===== src/rtl/mem_ctrl_pkg.sv =====
// Shared encodings for the word-to-byte memory controller.
// Used by mem_ctrl, the cache that drives it, and the bench.
package mem_ctrl_pkg;

    typedef enum logic [1:0] {
        RW_NONE  = 2'b00,
        RW_READ  = 2'b01,
        RW_WRITE = 2'b10
    } rw_flag_e;

    typedef enum logic [1:0] {
        ST_IDLE = 2'b00,
        ST_XFER = 2'b01,
        ST_DONE = 2'b10
    } state_e;

    // {found, idx}: lowest set mask bit at or above start
    function automatic logic [2:0] next_byte(
        input logic [3:0] mask,
        input logic [2:0] start
    );
        logic [2:0] r;
        r = 3'b000;
        for (int i = 3; i >= 0; i--) begin
            if (i >= int'(start) && mask[i]) begin
                r = {1'b1, 2'(i)};
            end
        end
        return r;
    endfunction

endpackage


===== src/rtl/mem_ctrl.sv =====
// Splits 32-bit word requests into byte cycles on the external bus.
// Define MEM_CTRL_TIMEOUT_EN to abort a byte stuck on ext_ready.
module mem_ctrl
    import mem_ctrl_pkg::*;
#(
    parameter int TIMEOUT_CYCLES = 255
) (
    input  logic        clk,
    input  logic        rst,
    input  logic [1:0]  mem_rw_flag,
    input  logic [31:0] mem_addr,
    input  logic [31:0] mem_write_data,
    input  logic [3:0]  mem_write_mask,
    output logic [31:0] mem_read_data,
    output logic        mem_busy,
    output logic        mem_done,
    output logic        mem_err,
    output logic        ext_valid,
    output logic        ext_we,
    output logic [31:0] ext_addr,
    output logic [7:0]  ext_wdata,
    input  logic [7:0]  ext_rdata,
    input  logic        ext_ready
);

    state_e      state_q, state_d;
    logic [1:0]  idx_q, idx_d;
    logic        we_q, we_d;
    logic [29:0] addr_q, addr_d;
    logic [31:0] data_q, data_d;
    logic [3:0]  mask_q, mask_d;
    logic [31:0] rdata_q, rdata_d;
    logic        busy_q, busy_d;
    logic        done_q, done_d;
    logic        valid_q, valid_d;
    logic        err_q, err_d;
    logic [2:0]  nb;
    logic        accept;
    logic        unused_ok;

`ifdef MEM_CTRL_TIMEOUT_EN
    localparam int TMO_W = ($clog2(TIMEOUT_CYCLES + 1) > 8) ?
                           $clog2(TIMEOUT_CYCLES + 1) : 8;
    logic [TMO_W-1:0] tmo_q, tmo_d;
    assign unused_ok = ^mem_addr[1:0];
`else
    assign unused_ok = ^{mem_addr[1:0], TIMEOUT_CYCLES};
`endif

    assign accept = (state_q != ST_XFER) && (mem_rw_flag != RW_NONE);

    always_comb begin
        state_d = state_q;
        idx_d   = idx_q;
        we_d    = we_q;
        addr_d  = addr_q;
        data_d  = data_q;
        mask_d  = mask_q;
        rdata_d = rdata_q;
        err_d   = 1'b0;
        nb      = 3'b000;
`ifdef MEM_CTRL_TIMEOUT_EN
        tmo_d   = tmo_q;
`endif
        unique case (state_q)
            ST_IDLE, ST_DONE: begin
                state_d = ST_IDLE;
                if (accept) begin
                    we_d    = (mem_rw_flag == RW_WRITE);
                    addr_d  = mem_addr[31:2];
                    data_d  = mem_write_data;
                    // reads walk all four bytes as if fully masked
                    mask_d  = we_d ? mem_write_mask : 4'hF;
                    nb      = next_byte(mask_d, 3'd0);
                    idx_d   = nb[1:0];
                    state_d = ST_XFER;
`ifdef MEM_CTRL_TIMEOUT_EN
                    tmo_d   = '0;
`endif
                end
            end
            ST_XFER: begin
                if (!valid_q) begin
                    state_d = ST_DONE;
                end else if (ext_ready) begin
                    if (!we_q) begin
                        rdata_d[{idx_q, 3'b000} +: 8] = ext_rdata;
                    end
                    nb = next_byte(mask_q, {1'b0, idx_q} + 3'd1);
                    if (nb[2]) begin
                        idx_d = nb[1:0];
`ifdef MEM_CTRL_TIMEOUT_EN
                        tmo_d = '0;
`endif
                    end else begin
                        state_d = ST_DONE;
                    end
                end
`ifdef MEM_CTRL_TIMEOUT_EN
                else if (tmo_q == TMO_W'(TIMEOUT_CYCLES - 1)) begin
                    state_d = ST_DONE;
                    err_d   = 1'b1;
                end else begin
                    tmo_d = tmo_q + TMO_W'(1);
                end
`endif
            end
            default: state_d = ST_IDLE;
        endcase
        busy_d  = (state_d == ST_XFER);
        done_d  = (state_d == ST_DONE);
        valid_d = (state_d == ST_XFER) && mask_d[idx_d];
    end

    always_ff @(posedge clk or posedge rst) begin
        if (rst) begin
            state_q <= ST_IDLE;
            idx_q   <= '0;
            we_q    <= 1'b0;
            addr_q  <= '0;
            data_q  <= '0;
            mask_q  <= '0;
            rdata_q <= '0;
            busy_q  <= 1'b0;
            done_q  <= 1'b0;
            valid_q <= 1'b0;
            err_q   <= 1'b0;
`ifdef MEM_CTRL_TIMEOUT_EN
            tmo_q   <= '0;
`endif
        end else begin
            state_q <= state_d;
            idx_q   <= idx_d;
            we_q    <= we_d;
            addr_q  <= addr_d;
            data_q  <= data_d;
            mask_q  <= mask_d;
            rdata_q <= rdata_d;
            busy_q  <= busy_d;
            done_q  <= done_d;
            valid_q <= valid_d;
            err_q   <= err_d;
`ifdef MEM_CTRL_TIMEOUT_EN
            tmo_q   <= tmo_d;
`endif
        end
    end

    assign mem_read_data = rdata_q;
    assign mem_busy      = busy_q;
    assign mem_done      = done_q;
    assign mem_err       = err_q;
    assign ext_valid     = valid_q;
    assign ext_we        = valid_q & we_q;
    assign ext_addr      = {addr_q, idx_q};
    assign ext_wdata     = data_q[{idx_q, 3'b000} +: 8];

endmodule

===== config.mk =====
export PLATFORM = sky130hd
export DESIGN_NAME = mem_ctrl
export DESIGN_NICKNAME = d
export VERILOG_FILES = /design/src/rtl/mem_ctrl_pkg.sv /design/src/rtl/mem_ctrl.sv
export SDC_FILE = /design/constraint.sdc
export NUM_CORES = 1
export LEC_CHECK = 0
export CAP_MARGIN = 5
export CORE_MARGIN = 4
export CORE_UTILIZATION = 25
export CTS_BUF_LIST = sky130_fd_sc_hd__clkbuf_8
export DETAILED_ROUTE_END_ITERATION = 12
export PLACE_DENSITY = 0.55
export SLEW_MARGIN = 20
export SYNTH_ARGS = -nofsm -noshare
export SYNTH_HDL_FRONTEND = slang
export SYNTH_SLANG_ARGS = --single-unit
export TNS_END_PERCENT = 50

===== constraint.sdc =====
create_clock -name clk -period 6.8 [get_ports clk]
set_clock_uncertainty 0.15 [all_clocks]
set_input_delay 1.36 -clock clk [delete_from_list [all_inputs] [get_ports clk]]
set_output_delay 1.36 -clock clk [all_outputs]
set_load 0.01 [all_outputs]

==> impl_metrics.ini, run 1 <==
[drt]
routed-via-count = 3816
antenna_left = 0
wire_per_inst_microns = 14.2
drt_wl_total_microns = 12400
first_iter_violations = 189
routed_via_density = 4.37
drc = 0
first_pass_iters = 5

[global_route]
grt_pass1_wl_microns = 20000
busiest_layer = met2
grt_use_met3_pct = 4.69
grt_max_degree = 65
grt_overflow = 0
grt_util_met2_pct = 19.7
antenna_found_initial = 0
grt_usage_pct = 12.3
use_met1_pct = 15.6
grt_pass1_vias = 3900

[clock_network]
clk_transition_reported_paths_ns = 0.10
cts.sinks = 106
cts_tree = done
cts_buffers = 9
clk_path_buf_depth = 2
post_cts_buffers = 0
cts_htree_levels = 3
clkLatencyLatePin_ns = 0.37
postCtsHoldBufs = 0
ctsResizeCount = 0
cts-root-buf = clkbuf_8

[critical_path]
cp_slowest_cell = dfrtp_1
cp-start-kind = register
crit_chain = mux4_2 -> clkdlybuf4s50_1
critPathMaxFanout = 17
timing.rr.start = idx_q[0]
rr_endpoint = ext_valid
worstPathRequired_ns = 5.29
cpPeakStageDelay_ns = 0.89
cp-end-kind = output port
r2r_slack_ns = 3.81
path_class = reg -> out
ff2ff_path_depth = 8
arrival_ns = 2.37

[logic_synthesis]
synth_top_family_by_area = simple AND/OR/NAND/NOR gates
yosysWarningCount = 0
yosys.area_share.simple_pct = 25.3
syn_inst = 495
synthAdderAreaFrac_pct = 1.65
netlist-cell-type-count = 39
synth_seq_cells = 106
ys.flop_type = dfrtp_1
syn-cell-area_sq_mm = 0.00454
synthMuxAreaShare_pct = 4.46
synth_seq_area_share_pct = 58.4
synth-compound-area-share_pct = 7.46
ys_async_sr_fraction_pct = 100
syn-num-nets = 582
synth_xor_area_share_pct = 0
synth_edf_count = 0
avgSynthCellArea_sq_um = 9.18

[sta]
tightest_slew_ns = 1.02
setup_viol = 0
hold_viol_final = 0
fin_crit_sh_pct = 57.1
rsz0062_at_grt = no
drv_slew = 0
fmax_mhz = 258
period_minus_slack_ns = 3.88
maxSlewHeadroom_pct = 31.6
fin_tns_setup_ns = 0

[power_and_ir_drop]
p_leak_nw = 2.95
combPwrFrac_pct = 43.2
clockPowerShare_pct = 16.8
p_sw_share_pct = 36.2
power_density_mw_per_mm2 = 399
p_int_mw = 1.66
ir_drop_mv = 0.209
seq_power_share_pct = 39.9
p_sw_uw = 942

[hold_path]
hold_class = reg -> reg
min_from = data_q[29]
worstHoldPathCells = 2
hold_path_end = data_q[29]

[run_status]
status = finished, final reports clean

[floorplan]
placeableCoreArea_sq_mm = 0.0179
die_x_microns = 143
dieArea_sq_mm = 0.0204
row_count = 49
ios = 158
start_util_pct = 25.4
die_y_microns = 143

[job]
cap_violations = 0

[cells_and_area]
drive_gt1_share_pct = 4.97
nets = 727
area.growth.synth_to_final_pct = 43.7
utilization_pct = 36.5
most-common-layout-cells = nand2_1, clkdlybuf4s50_1, dfrtp_1
final_common_cell = nand2_1
regArea_sq_mm = 0.00265
multiInputGateArea_sq_mm = 0.00178
fillers = 1835
diodes = 0

[place]
portBuffers = 154
dpl.hpwl_microns = 8950
gp_congestion = 0.790
==> synth_stat cells, types with 5 or more instances <==
library cell | count | area [sq um]
nor2b_1 | 6 | 37.5
a21oi_1 | 5 | 25.0
inv_1 | 6 | 22.5
nor2_1 | 5 | 18.8
nand2_1 | 259 | 972
o21ai_0 | 35 | 175
clkbuf_1 | 18 | 67.6
mux4_2 | 8 | 180
ha_1 | 6 | 75.1
dfrtp_1 | 106 | 2650
==> cells by family after synthesis <==
group,count (synthesis)
AOI/OAI and AO/OA,57
adders and majority gates,6
buffers and inverters,28
DFF,106
muxes,10
other,1
and+or+nand+nor,287
==> layer usage <==
| layer | vias to the layer above | wire [microns] |
|---|---|---|
| li1 | 1873 | - |
| met1 | 1804 | 5320 |
| met2 | 126 | 5760 |
| met3 | 13 | 1150 |
| met4 | 0 | 159 |
| met5 | - | 0 |
==> worst max path at each step <==
| stage | startpoint | endpoint | cells after the start |
|---|---|---|---|
| 6_report | idx_q[0] | ext_wdata[6] | 2 |
| 5_1_grt | idx_q[0] | ext_wdata[7] | 2 |
| 4_1_cts | idx_q[0] | ext_wdata[5] | 2 |
| 3_5_place_dp | mem_rw_flag[1] | ext_valid | 7 |
| 3_3_place_gp | mem_rw_flag[1] | ext_valid | 5 |
| 2_1_floorplan | rst | addr_q[0] | 1 |
==> through the flow <==
stage | total power, mW | std cells | area, sq um | hold slack, ns | setup WS (ns)
2_1_floorplan | 1.63 | 495 | 4540 | 0.290 | 2.50
3_3_place_gp | 2.17 | 858 | 6300 | 0.302 | 2.89
3_5_place_dp | 2.20 | 858 | 6300 | 0.308 | 3.14
4_1_cts | 2.65 | 873 | 6530 | 0.333 | 2.82
5_1_grt | 2.82 | 873 | 6530 | 0.354 | 2.70
6_report | 2.60 | 873 | 6530 | 0.328 | 2.92
==> flip-flops by register name, summed over array words and instances, names as in the netlist, 2 cells and up <==
register	flops
data_q	32
state_q	2
mem_read_data	32
mask_q	4
idx_q	2
addr_q	30
==> power groups by stage <==
| stage | clock network (mW) | logic, mW | registers [mW] |
|---|---|---|---|
| final | 0.438 | 1.13 | 1.04 |
| after global routing | 0.483 | 1.26 | 1.08 |
| after CTS | 0.459 | 1.15 | 1.05 |
| after detailed placement | 0 | 1.14 | 1.05 |
| after global placement | 0 | 1.13 | 1.04 |
| after floorplan | 0 | 0.597 | 1.04 |
==> critical path, delay by kind of cell, from the launching register on <==
kind	cells	cell delay (ns)
DFF	1	0.89
muxes	1	0.61
buffers and inverters	1	0.51
==> final cells by class <==
type	count	share of cell area (%)
flip-flops and latches	106	40.6
multi-input cells	361	27.3
repair buffers	156	23.8
well taps	229	4.39
clock buffers	11	2.32
clock inverters	4	1.13
inverters	6	0.383
(Power assumes the default switching activity.)
==> run 2, diff against run 1 <==
==> constraint.sdc (replaced) <==
create_clock -name clk -period 3.9 [get_ports clk]
set_clock_uncertainty 0.15 [all_clocks]
set_input_delay 0.78 -clock clk [delete_from_list [all_inputs] [get_ports clk]]
set_output_delay 0.78 -clock clk [all_outputs]
set_load 0.01 [all_outputs]
==> run 2 against run 1 <==
Net effect:
- total power up 73%
- count of clock-buffer cells in the layout shrank 2
- largest power group unchanged
- die area unchanged
- critical path type unchanged
- highest routed layer unchanged
- first-iteration DRC count shrank 21%
- global-route usage grew 0.22 points
- routed wire length grew 2.6%
- setup slack worse by 2.4 ns
==> impl_metrics.ini, run 2 (synthesis results as in run 1) <==
[power_and_ir_drop]
ir_drop_mv = 0.344
power_density_mw_per_mm2 = 689
p_sw_share_pct = 37.3
p_sw_mw = 1.68
p_leak_nw = 2.96
clockPowerShare_pct = 15.5
p_int_mw = 2.82
combPwrFrac_pct = 44.2
seq_power_share_pct = 40.3

[global_route]
grt_usage_pct = 12.5
grt_overflow = 0
antenna_found_initial = 0
grt_pass1_vias = 3856
grt_pass1_wl_microns = 20100
grt_max_degree = 63

[sta]
fin_tns_setup_ns = 0
maxSlewHeadroom_pct = 36.9
hold_viol_final = 0
drv_slew = 0
fmax_mhz = 299
fin_crit_sh_pct = 85.9
setup_viol = 0
whs_ns = 0.329
period_minus_slack_ns = 3.35
rsz0062_at_grt = no
tightest_slew_ns = 0.944

[drt]
antenna_left = 0
wire_per_inst_microns = 14.5
routed_via_density = 4.39
drt_wl_total_microns = 12700
drc = 0
routed-via-count = 3851
first_pass_iters = 4
first_iter_violations = 150

[clock_network]
clkLatencyLatePin_ns = 0.38
postCtsHoldBufs = 0
cts_tree = done
cts_buffers = 9
post_cts_buffers = 0
clk_path_buf_depth = 2
cts.sinks = 106
clk_transition_reported_paths_ns = 0.11
cts-root-buf = clkbuf_8
cts_htree_levels = 3
ctsResizeCount = 0

[critical_path]
worstPathRequired_ns = 2.97
r2r_slack_ns = 0.86
cp-start-kind = register
arrival_ns = 2.42
path_class = reg -> out
cp-end-kind = output port
critPathMaxFanout = 17

[job]
cap_violations = 0

[floorplan]
ios = 158
row_count = 49
placeableCoreArea_sq_mm = 0.0179
die_x_microns = 143
dieArea_sq_mm = 0.0204
start_util_pct = 25.4
die_y_microns = 143

[cells_and_area]
final_common_cell = nand2_1
area.growth.synth_to_final_pct = 43.8
design_area_sq_mm = 0.00654
fillers = 1841
utilization_pct = 36.5
most-common-layout-cells = nand2_1, clkdlybuf4s50_1, dfrtp_1
nets = 730
drive_gt1_share_pct = 5.40
diodes = 0

[place]
dpl.hpwl_microns = 9340
gp_congestion = 0.788
place_area_sq_mm = 0.00633
portBuffers = 154

[run_status]
status = finished, final reports clean

[hold_path]
hold_class = reg -> reg
==> run 2: critical path: stages (launching register included) <==
cell and delay (ns):
dfrtp_1 0.92, mux4_2 0.62, clkdlybuf4s50_1 0.50
==> run 2: worst paths after layout <==
kind,from,endpoint,depth (start not counted)
setup reg to reg,idx_q[0],ext_valid,8
min in group asynchronous,rst,data_q[3],2
max in group asynchronous,rst,data_q[6],3
setup / recovery,idx_q[0],ext_wdata[5],2
hold / removal,addr_q[7],addr_q[7],2
hold reg to reg,addr_q[7],addr_q[7],2
==> run 2: power groups by stage <==
stage | Combinational, mW | Sequential [mW] | Clock (mW)
4_1_cts | 2.03 | 1.82 | 0.739
5_1_grt | 2.21 | 1.88 | 0.779
6_report | 1.99 | 1.81 | 0.700
3_5_place_dp | 2.02 | 1.83 | 0
3_3_place_gp | 1.98 | 1.82 | 0
2_1_floorplan | 1.04 | 1.80 | 0
==> run 2: final cells by class <==
type	count	area (sq um)	share of cell area, %
flip-flops and latches	106	2650	40.6
multi-input cells	361	1780	27.2
repair buffers	159	1590	24.4
well taps	229	287	4.38
clock buffers	9	124	1.90
clock inverters	7	77.6	1.19
inverters	6	25.0	0.383
==> run 2: layer usage <==
layer,up-vias,track usage [%],routed length [microns]
met5,-,0,0
met3,13,5.49,1060
met4,0,2.70,150
met1,1825,15.5,5460
met2,125,20.4,6030
li1,1888,-,-
==> run 2: through the flow <==
stage	power, mW	cells	setup slack [ns]
2_1_floorplan	2.85	495	0.181
3_3_place_gp	3.81	861	0.875
3_5_place_dp	3.86	861	0.830
4_1_cts	4.59	877	0.481
5_1_grt	4.86	877	0.404
6_report	4.50	877	0.551
==> run 3, diff against run 2 <==
--- a/config.mk
+++ b/config.mk
@@ -7,10 +7,10 @@
 export LEC_CHECK = 0
 export CAP_MARGIN = 5
 export CORE_MARGIN = 4
-export CORE_UTILIZATION = 25
+export CORE_UTILIZATION = 50
 export CTS_BUF_LIST = sky130_fd_sc_hd__clkbuf_8
 export DETAILED_ROUTE_END_ITERATION = 12
-export PLACE_DENSITY = 0.55
+export PLACE_DENSITY = 0.93
 export SLEW_MARGIN = 20
 export SYNTH_ARGS = -nofsm -noshare
 export SYNTH_HDL_FRONTEND = slang
==> constraint.sdc (replaced) <==
create_clock -name clk -period 4.29 [get_ports clk]
set_clock_uncertainty 0.15 [all_clocks]
set_input_delay 0.858 -clock clk [delete_from_list [all_inputs] [get_ports clk]]
set_output_delay 0.858 -clock clk [all_outputs]
set_load 0.01 [all_outputs]
==> run 3 against run 2 <==
Net effect:
- combinational power fell by 9%
- total power fell by 10%
- critical path depth did not move
- design area fell by 2.8%
- routed wire length fell by 5.8%
- core utilization rose by 36 points
- register-to-register slack improved by 0.44 ns
- sequential power fell by 9%
- die area fell by 48%
- sequential cell count did not move
- worst hold slack improved by 0.0018 ns
- highest routed layer unchanged
==> impl_metrics.ini, run 3 (synthesis results as in run 1) <==
[drt]
first_pass_iters = 4
first_iter_violations = 127
drc = 0
routed-via-count = 3926
antenna_left = 0
drt_wl_total_microns = 12000
wire_per_inst_microns = 15.9
routed_via_density = 5.20

[global_route]
grt_usage_pct = 22.0
grt_pass1_wl_microns = 18300
use_met1_pct = 27.4
grt_overflow = 0
antenna_found_initial = 0
busiest_layer = met2
grt_use_met3_pct = 6.10
grt_pass1_vias = 3815
grt_util_met2_pct = 37.9
grt_max_degree = 94

[critical_path]
cp-end-kind = output port
arrival_ns = 2.32
path_class = reg -> out
critPathMaxFanout = 17
timing.rr.start = idx_q[0]
worstPathRequired_ns = 3.28
cp-startpoint = idx_q[0]
cp-start-kind = register

[clock_network]
cts.sinks = 106
clkLatencyLatePin_ns = 0.35
cts_tree = done
cts_buffers = 9
clk_transition_reported_paths_ns = 0.10
postCtsHoldBufs = 0
cts_htree_levels = 3
clk_path_buf_depth = 2
cts-root-buf = clkbuf_8
ctsResizeCount = 0
post_cts_buffers = 0

[floorplan]
die_y_microns = 103
start_util_pct = 51.8
die_x_microns = 103
row_count = 34
ios = 158
placeableCoreArea_sq_mm = 0.00876
dieArea_sq_mm = 0.0107

[sta]
fin_tns_setup_ns = 0
maxSlewHeadroom_pct = 37.7
fmax_mhz = 300
fin_crit_sh_pct = 77.6
hold_viol_final = 0
drv_slew = 0
rsz0062_at_grt = no
period_minus_slack_ns = 3.33
tightest_slew_ns = 0.933
setup_viol = 0
fin_ws_ns = 0.961

[place]
portBuffers = 154
dpl.hpwl_microns = 8710
gp_congestion = 0.840
dp_cells = 739
dp_slack_ns = 1.15

[power_and_ir_drop]
p_leak_nw = 2.94
p_int_mw = 2.50
power_density_mw_per_mm2 = 635
combPwrFrac_pct = 44.8
p_sw_share_pct = 38.0
p_sw_mw = 1.53
clockPowerShare_pct = 14.4
seq_power_share_pct = 40.7
ir_drop_mv = 0.375

[run_status]
status = finished, final reports clean

[cells_and_area]
final_cells = 755
most-common-layout-cells = nand2_1, clkdlybuf4s50_1, dfrtp_1
final_common_cell = nand2_1
diodes = 0
utilization_pct = 72.5
nets = 729
drive_gt1_share_pct = 5.56
area.growth.synth_to_final_pct = 39.9

[job]
cap_violations = 0

[hold_path]
hold_class = reg -> reg
min_from = data_q[8]
## run 3: cell types whose count changed in the layout (fill, tap and decap cells not counted), sizes merged
cell and change:
clkinvlp +2, clkinv -1, bufinv -1, buf -1
## run 3: area by class of cell
cell class | count | area, sq um
Tap cell | 108 | 135
Fill cell | 629 | 2410
Clock buffer | 9 | 124
Sequential cell | 106 | 2650
Timing Repair Buffer | 158 | 1570
Clock inverter | 7 | 60.1
Inverter | 6 | 27.5
Multi-Input combinational cell | 361 | 1780
## run 3: final timing paths
check                           cells past startpoint            to  slack [ns]
worst max register to register                      8     ext_valid        1.30
worst min register to register                      2     data_q[8]        0.33
max in group asynchronous                           3     data_q[2]        2.45
worst min-delay path                                2     data_q[8]        0.33
min in group asynchronous                           2    addr_q[20]        0.87
worst max-delay path                                2  ext_wdata[6]        0.96
## run 3: power by group through the flow
stage | registers [mW] | clock network [mW] | logic, mW
floorplan | 1.64 | 0 | 0.946
global placement | 1.64 | 0 | 1.75
detailed placement | 1.66 | 0 | 1.80
CTS | 1.64 | 0.595 | 1.82
global route | 1.69 | 0.644 | 1.99
finish | 1.64 | 0.583 | 1.81
## run 3: per-layer routing
| metal | vias to the layer above | wire length, microns |
|---|---|---|
| met5 | - | 0 |
| li1 | 1881 | - |
| met3 | 20 | 929 |
| met1 | 1860 | 4760 |
| met4 | 0 | 185 |
| met2 | 165 | 6100 |
## run 3: per-stage QoR
| step | hold WS (ns) | power (mW) | instance area, sq um |
|---|---|---|---|
| global placement | 0.302 | 3.38 | 6160 |
| floorplan | 0.290 | 2.59 | 4540 |
| finish | 0.331 | 4.04 | 6350 |
| global route | 0.352 | 4.32 | 6350 |
| CTS | 0.334 | 4.06 | 6350 |
| detailed placement | 0.309 | 3.47 | 6160 |
## run 3: worst max-delay path, stage by stage (launching register included)
cell and delay, ns:
dfrtp_1 0.86, mux4_2 0.60, clkdlybuf4s50_1 0.51
